<file path="config.mk">
export PLATFORM = sky130hd
export DESIGN_NAME = note_sequencer
export DESIGN_NICKNAME = d
export VERILOG_FILES = /design/src/rtl/note_sequencer.sv
export SDC_FILE = /design/constraint.sdc
export NUM_CORES = 1
export LEC_CHECK = 0
export BUFFER_PORTS_ARGS = -buffer_cell sky130_fd_sc_hd__clkbuf_2
export CORE_MARGIN = 8
export CORE_UTILIZATION = 46
export DETAILED_ROUTE_END_ITERATION = 7
export PLACE_DENSITY = 0.74
export SYNTH_ARGS = -nofsm -noshare
export SYNTH_HDL_FRONTEND = slang
export SYNTH_SLANG_ARGS = --single-unit
</file>
<file path="constraint.sdc">
create_clock -name clk -period 1.6 [get_ports clk]
set_input_delay 0.24 -clock clk [delete_from_list [all_inputs] [get_ports clk]]
set_output_delay 0.24 -clock clk [all_outputs]
set_load 0.03 [all_outputs]
</file>
<file path="src/rtl/note_sequencer.sv">
// Walks a per-song note list in an external synchronous ROM and hands one note
// at a time to note_player, waiting for its done indication before advancing.
module note_sequencer #(
    parameter int unsigned SONG_BITS = 2,
    parameter int unsigned NOTE_BITS = 5
) (
    input  logic                           clk,
    input  logic                           reset,
    input  logic                           play,
    input  logic [SONG_BITS-1:0]           song_sel,
    output logic [SONG_BITS+NOTE_BITS-1:0] rom_addr,
    input  logic [11:0]                    rom_data,
    output logic [5:0]                     note_to_load,
    output logic [5:0]                     duration_to_load,
    output logic                           new_note,
    input  logic                           note_done,
    output logic                           song_done
);

    typedef enum logic [2:0] {
        S_IDLE,
        S_FETCH,
        S_ROM_WAIT,
        S_DECODE,
        S_ARM,
        S_PLAY,
        S_ADVANCE,
        S_DONE
    } state_t;

    localparam logic [NOTE_BITS-1:0] LAST_INDEX = '1;

    state_t                         state_q, state_d;
    logic [NOTE_BITS-1:0]           index_q, index_d;
    logic [SONG_BITS-1:0]           cur_song_q, cur_song_d;
    logic [SONG_BITS+NOTE_BITS-1:0] rom_addr_q, rom_addr_d;
    logic [5:0]                     note_q, note_d;
    logic [5:0]                     dur_q, dur_d;
    logic                           new_note_q, new_note_d;
    logic                           song_done_q, song_done_d;
    logic                           song_change;

    assign song_change = (song_sel != cur_song_q);

    always_comb begin
        state_d    = state_q;
        index_d    = index_q;
        cur_song_d = cur_song_q;
        rom_addr_d = rom_addr_q;
        note_d     = note_q;
        dur_d      = dur_q;
        new_note_d = 1'b0;

        // A song change outranks everything except reset, including a pending strobe.
        if (song_change && (state_q != S_IDLE) && (state_q != S_DONE)) begin
            state_d = S_IDLE;
            index_d = '0;
        end else begin
            case (state_q)
                S_IDLE: begin
                    index_d = '0;
                    if (play) begin
                        cur_song_d = song_sel;
                        state_d    = S_FETCH;
                    end
                end
                S_FETCH: begin
                    rom_addr_d = {cur_song_q, index_q};
                    if (play) state_d = S_ROM_WAIT;
                end
                S_ROM_WAIT: state_d = S_DECODE;
                S_DECODE: begin
                    if (rom_data[5:0] == 6'd0) begin
                        state_d = S_DONE;
                    end else begin
                        note_d     = rom_data[11:6];
                        dur_d      = rom_data[5:0];
                        new_note_d = 1'b1;
                        state_d    = S_ARM;
                    end
                end
                // Clear a done level left over from the previous note.
                S_ARM: if (!note_done) state_d = S_PLAY;
                S_PLAY: if (note_done) state_d = S_ADVANCE;
                S_ADVANCE: begin
                    if (play) begin
                        if (index_q == LAST_INDEX) begin
                            state_d = S_DONE;
                        end else begin
                            index_d = index_q + 1'b1;
                            state_d = S_FETCH;
                        end
                    end
                end
                S_DONE: if (song_change) state_d = S_IDLE;
                default: state_d = S_IDLE;
            endcase
        end

        song_done_d = (state_d == S_DONE);
    end

    always_ff @(posedge clk) begin
        if (reset) begin
            state_q     <= S_IDLE;
            index_q     <= '0;
            cur_song_q  <= '0;
            rom_addr_q  <= '0;
            note_q      <= '0;
            dur_q       <= '0;
            new_note_q  <= 1'b0;
            song_done_q <= 1'b0;
        end else begin
            state_q     <= state_d;
            index_q     <= index_d;
            cur_song_q  <= cur_song_d;
            rom_addr_q  <= rom_addr_d;
            note_q      <= note_d;
            dur_q       <= dur_d;
            new_note_q  <= new_note_d;
            song_done_q <= song_done_d;
        end
    end

    assign rom_addr         = rom_addr_q;
    assign note_to_load     = note_q;
    assign duration_to_load = dur_q;
    assign new_note         = new_note_q;
    assign song_done        = song_done_q;

endmodule

</file>
Word-level counts from Yosys, hierarchy flattened
Cells that the tools add are included.
- register bits: 31
- output and inout bits: 21
- word-level logic and storage cells: 51
- add/subtract/negate cells: 1
- eq/ne operators: 13
- muxes and demuxes: 14
- bitwise operators: 3
- reductions and logical operators: 12
- operators by type and width (cell ; count):
    3-bit 2-to-1 mux ; 8
    3-bit one-hot mux with 8 select lines ; 1
    3-bit == test, second input constant ; 5
    5-bit 2-to-1 mux ; 2
    5-bit one-hot mux with 2 select lines ; 1
    3-bit AND reduction ; 3
    3-bit by 2-bit == test with 1-bit output, second input constant ; 2
    6-bit zero test ; 1
    5-bit by 1-bit adder with 5-bit output, second input constant ; 1
    5-bit == test, second input constant ; 1
    2-bit != test, second input constant ; 2
    3-bit by 1-bit == test with 1-bit output, second input constant ; 1
    3-bit zero test ; 1
    3-bit != test, second input constant ; 1
    1-bit NOT ; 3
    3-bit nonzero test ; 1
    3-bit OR reduction ; 1
    1-bit logical AND ; 2
    2-bit 2-to-1 mux ; 1
    2-bit != test ; 1
    2-bit AND reduction ; 1
    2-bit nonzero test ; 1
    2-bit OR reduction ; 1
    1-bit 2-to-1 mux ; 1

Depth between registers and ports, before layout
- depth after elaboration: 6
- mapped depth: 7

Worst setup path after synthesis
Ideal clock, no wire load.
- kind: register to register
- from: reg index_q[0]
- to: reg index_q[0]
- library setup time: 0.132 ns
- arrival: 1.614 ns
- required time: 1.468 ns
- path slack: -0.146 ns
- cell stages (with the launch flop): 8
- cell sequence: dfxtp_1 -> ha_1 -> and3_1 -> ha_1 -> nand4b_1 -> a21oi_1 -> mux2i_1 -> nor2_1
- word-level cells in the longest chain between the ends: 4
- elaborated cells on any way between the ends: 7
- those cells by class: add/sub (1); eq/ne (2); mux (3); reduce/logical (1)
- ends and longest elaborated chain (item ; RTL line ; source):
    from (decl) ; 34 ; logic [NOTE_BITS-1:0] index_q, index_d;
    from (signal assigned) ; 115 ; index_q <= index_d;
    5-bit by 1-bit adder with 5-bit output ; 90 ; index_d = index_q + 1'b1;
    5-bit 2-to-1 mux ; 87 ; if (index_q == LAST_INDEX) begin
    5-bit 2-to-1 mux ; 86 ; if (play) begin
    5-bit one-hot mux with 2 select lines ; 59 ; case (state_q)
Parallel ways exist; a longest one is shown, timed or not. The select of a mux whose other input is x is not followed.
A chain may end at the register's enable or synchronous reset.

Worst setup path in the final report
- from: reg index_q[1]
- to: reg index_q[3]
Same word-level chain as after synthesis.

==> results_dict.tcl <==
set metrics [dict create \
    status "complete, but fails checks" \
    violations "negative setup slack" \
    diodes 0 \
    r2r_setup_slack_ns -0.12 \
    cts_tree "built" \
    worstHoldStart "rom_data[9]" \
    grt_max_degree 17 \
    grt_pass1_wl_um 6110 \
    setup_ws_ns -0.122 \
    fill_cells 278 \
    core_area_um2 3080 \
    worstMarginPinSlew_ns 0.384 \
    p_per_area_nw_per_um2 722 \
    yosys_warnings 0 \
    synth_seq_cells 31 \
    die_h_um 72.9 \
    totalPowerFinal_mw 1.40 \
    synthCells 161 \
    holdPathEnd "note_to_load[3]" \
    worstSkewPairLatency_ns 0.32 \
    cts-root-buf "clkbuf_4" \
    finalCritPeriodShare 1.08 \
    place_congestion 0.864 \
    path_clk_slew_ns 0.09 \
    gr-total-overflow 0 \
    setup_viol_count_final 6 \
    via_per_inst 5.27 \
    cts_made_buffers 5 \
    die_w_um 72.9 \
    synthesis.area_um2 1490 \
    rsz0062_at_grt "true" \
    final.min_clock_period_ns 1.72 \
    clockBufferDepth 2 \
    fin_area_um2 1940 \
    dp.cells 247 \
    max-vdd-ir-drop_mv 0.460 \
    cp_max_fo 2 \
    grt_util_all_layers 0.144 \
    nNetsFinal 234 \
    rows 20 \
    antenna_found_initial 0 \
    max_freq_ghz 0.581 \
    critPathRequiredTime_ns 1.81 \
    critPathKind "reg2reg" \
    cts_max_level 2 \
    fin_cells 258 \
    cts.sinks 31 \
    yosys.cell_types.count 43 \
    holdWs_ns 0.146 \
    drt_iter0_drc 51 \
    area_growth_pct 30.2 \
    num_vias 1360 \
    dpl.hpwl_um 2750 \
    hold_viol 0 \
    portBuffers 38 \
    power.leakage_nw 0.833 \
    hold_path_depth 3 \
    drc_errors 0 \
    wl_per_cell_um 13.8 \
    finalClockSkew_ns 0.00424 \
    routed_wl_um 3560 \
    drv_slew 0 \
    syn_area_per_cell_um2 9.25 \
    maxCapViolCount 0 \
    ff2ff_path_depth 8 \
    ant_nets 0 \
    drtPass1Iterations 4 \
    dpl_cell_area_um2 1810 \
    grt_pass1_vias 1417 \
    die_area_um2 5310 \
    ctsHoldBuffers 0 \
    ys_seq_area_frac 0.417 \
    startpoint_type "register" \
    ios 39 \
    hold_path_class "in2reg" \
    r2r_end "index_q[3]" \
    syn_nets 181 \
    endpoint_kind "register" \
    layout-drive-gt1-share 0.397 \
    worstPathArrival_ns 1.94 \
    max_slew_margin 0.744 \
    initial_core_util 0.484 \
    fin_setup_tns_ns -0.398 \
    r2r-start "index_q[1]" \
]
==> synth_stat cells, drive strengths merged <==
| cell | n | share of area |
|---|---|---|
| a211oi | 2 | 0.013 |
| a21oi | 11 | 0.039 |
| a221oi | 1 | 0.010 |
| and2 | 2 | 0.0084 |
| and2b | 1 | 0.0050 |
| and3 | 1 | 0.0042 |
| and3b | 1 | 0.0059 |
| buf | 4 | 0.013 |
| clkbuf | 3 | 0.0076 |
| clkinv | 1 | 0.0025 |
| dfxtp | 31 | 0.42 |
| ha | 2 | 0.017 |
| inv | 3 | 0.0076 |
| mux2i | 16 | 0.11 |
| nand2 | 19 | 0.048 |
| nand2b | 3 | 0.013 |
| nand3 | 3 | 0.010 |
| nand4 | 4 | 0.021 |
| nand4b | 1 | 0.0059 |
| nor2 | 16 | 0.045 |
| nor2b | 2 | 0.0084 |
| nor3 | 8 | 0.038 |
| nor3b | 5 | 0.029 |
| nor4b | 1 | 0.016 |
| o211ai | 1 | 0.0050 |
| o21a | 1 | 0.0050 |
| o21ai | 5 | 0.017 |
| o21bai | 4 | 0.020 |
| o22a | 1 | 0.0059 |
| o31ai | 1 | 0.0050 |
| or2 | 1 | 0.0042 |
| or3 | 1 | 0.0042 |
| or4 | 1 | 0.0076 |
| xnor2 | 4 | 0.034 |
==> cells in the final DEF, fill, tap and decap left out, types with 3 or more instances in the layout <==
cell type,n
dfxtp_1,27
a21oi_1,8
o21bai_1,4
nor2_1,15
nand2b_1,3
nand4_1,3
nor3_1,6
buf_4,14
a21oi_2,3
clkbuf_2,38
nand2_1,19
nor3b_1,4
mux2i_1,16
o21ai_0,3
dfxtp_2,4
nand3_1,3
clkbuf_4,5
==> cells by family after synthesis <==
family / synth area share
xor gates and xnor gates: 0.0336
and+or+nand+nor: 0.273
DFF: 0.417
AOI/OAI and AO/OA: 0.121
adders and majority gates: 0.0168
buffers and inverters: 0.0311
muxes: 0.108
==> area by class of cell <==
class                      count  area, um^2  area share
tap                           44        55.1      0.0284
multi-input combinational    119         871       0.449
sequential                    31         626       0.323
clock inverter                 1        5.00     0.00258
clock buffer                   6        51.3      0.0265
timing repair buffer          53         315       0.163
inverter                       4        15.0     0.00775
==> where the power goes <==
part | internal, mW | switching, mW | total [mW] | leakage [nW]
Sequential | 0.778 | 0.0134 | 0.791 | 0.252
Clock | 0.203 | 0.250 | 0.453 | 0.0341
Combinational | 0.0680 | 0.0873 | 0.155 | 0.547
Total | 1.05 | 0.351 | 1.40 | 0.833
==> metrics by stage <==
step,util,setup slack [ns]
final,0.630,-0.122
after global routing,0.630,-0.207
after CTS,0.622,-0.146
after detailed placement,0.588,-0.171
after global placement,0.588,-0.0714
after floorplan,-,-0.0713
==> worst max-delay path: stages (launching register included) <==
cell and delay [ns]:
dfxtp_2 0.35, ha_4 0.15, and3_4 0.18, ha_4 0.15
nand4b_1 0.21, buf_4 0.19, a211oi_2 0.20, xnor2_1 0.14
nor3_1 0.06
==> sequential cells by signal, indices dropped and copies added (netlist names) <==
| name | count |
|---|---|
| index_q | 5 |
| cur_song_q | 2 |
| song_done | 1 |
| note_to_load | 6 |
| rom_addr | 7 |
| duration_to_load | 6 |
| state_q | 3 |
| new_note | 1 |
==> timing repair <==
item                                    4_1_cts  5_1_grt
gates resized for setup                       7        3
pin swaps                                    10        6
endpoints found under the setup margin        9       16
setup buffers                                 3        1
hold endpoints to repair                      0        0
==> worst max-delay path by stage <==
stage,from,endpoint,slack (ns),depth (start not counted)
2_1_floorplan,index_q[1],song_done,-0.07,7
3_3_place_gp,index_q[1],song_done,-0.07,7
3_5_place_dp,index_q[1],index_q[0],-0.17,7
4_1_cts,index_q[1],song_done,-0.15,7
5_1_grt,index_q[1],index_q[3],-0.21,8
6_report,index_q[1],index_q[3],-0.12,8
==> metal layers <==
layer | share of wire | vias to the layer above | GRT usage
met4 | 0.029 | 0 | 0.0867
met2 | 0.51 | 50 | 0.250
met3 | 0.081 | 12 | 0.0591
met5 | 0 | - | 0
met1 | 0.38 | 625 | 0.140
li1 | - | 673 | -
Power figures use the tool's default switching activity.
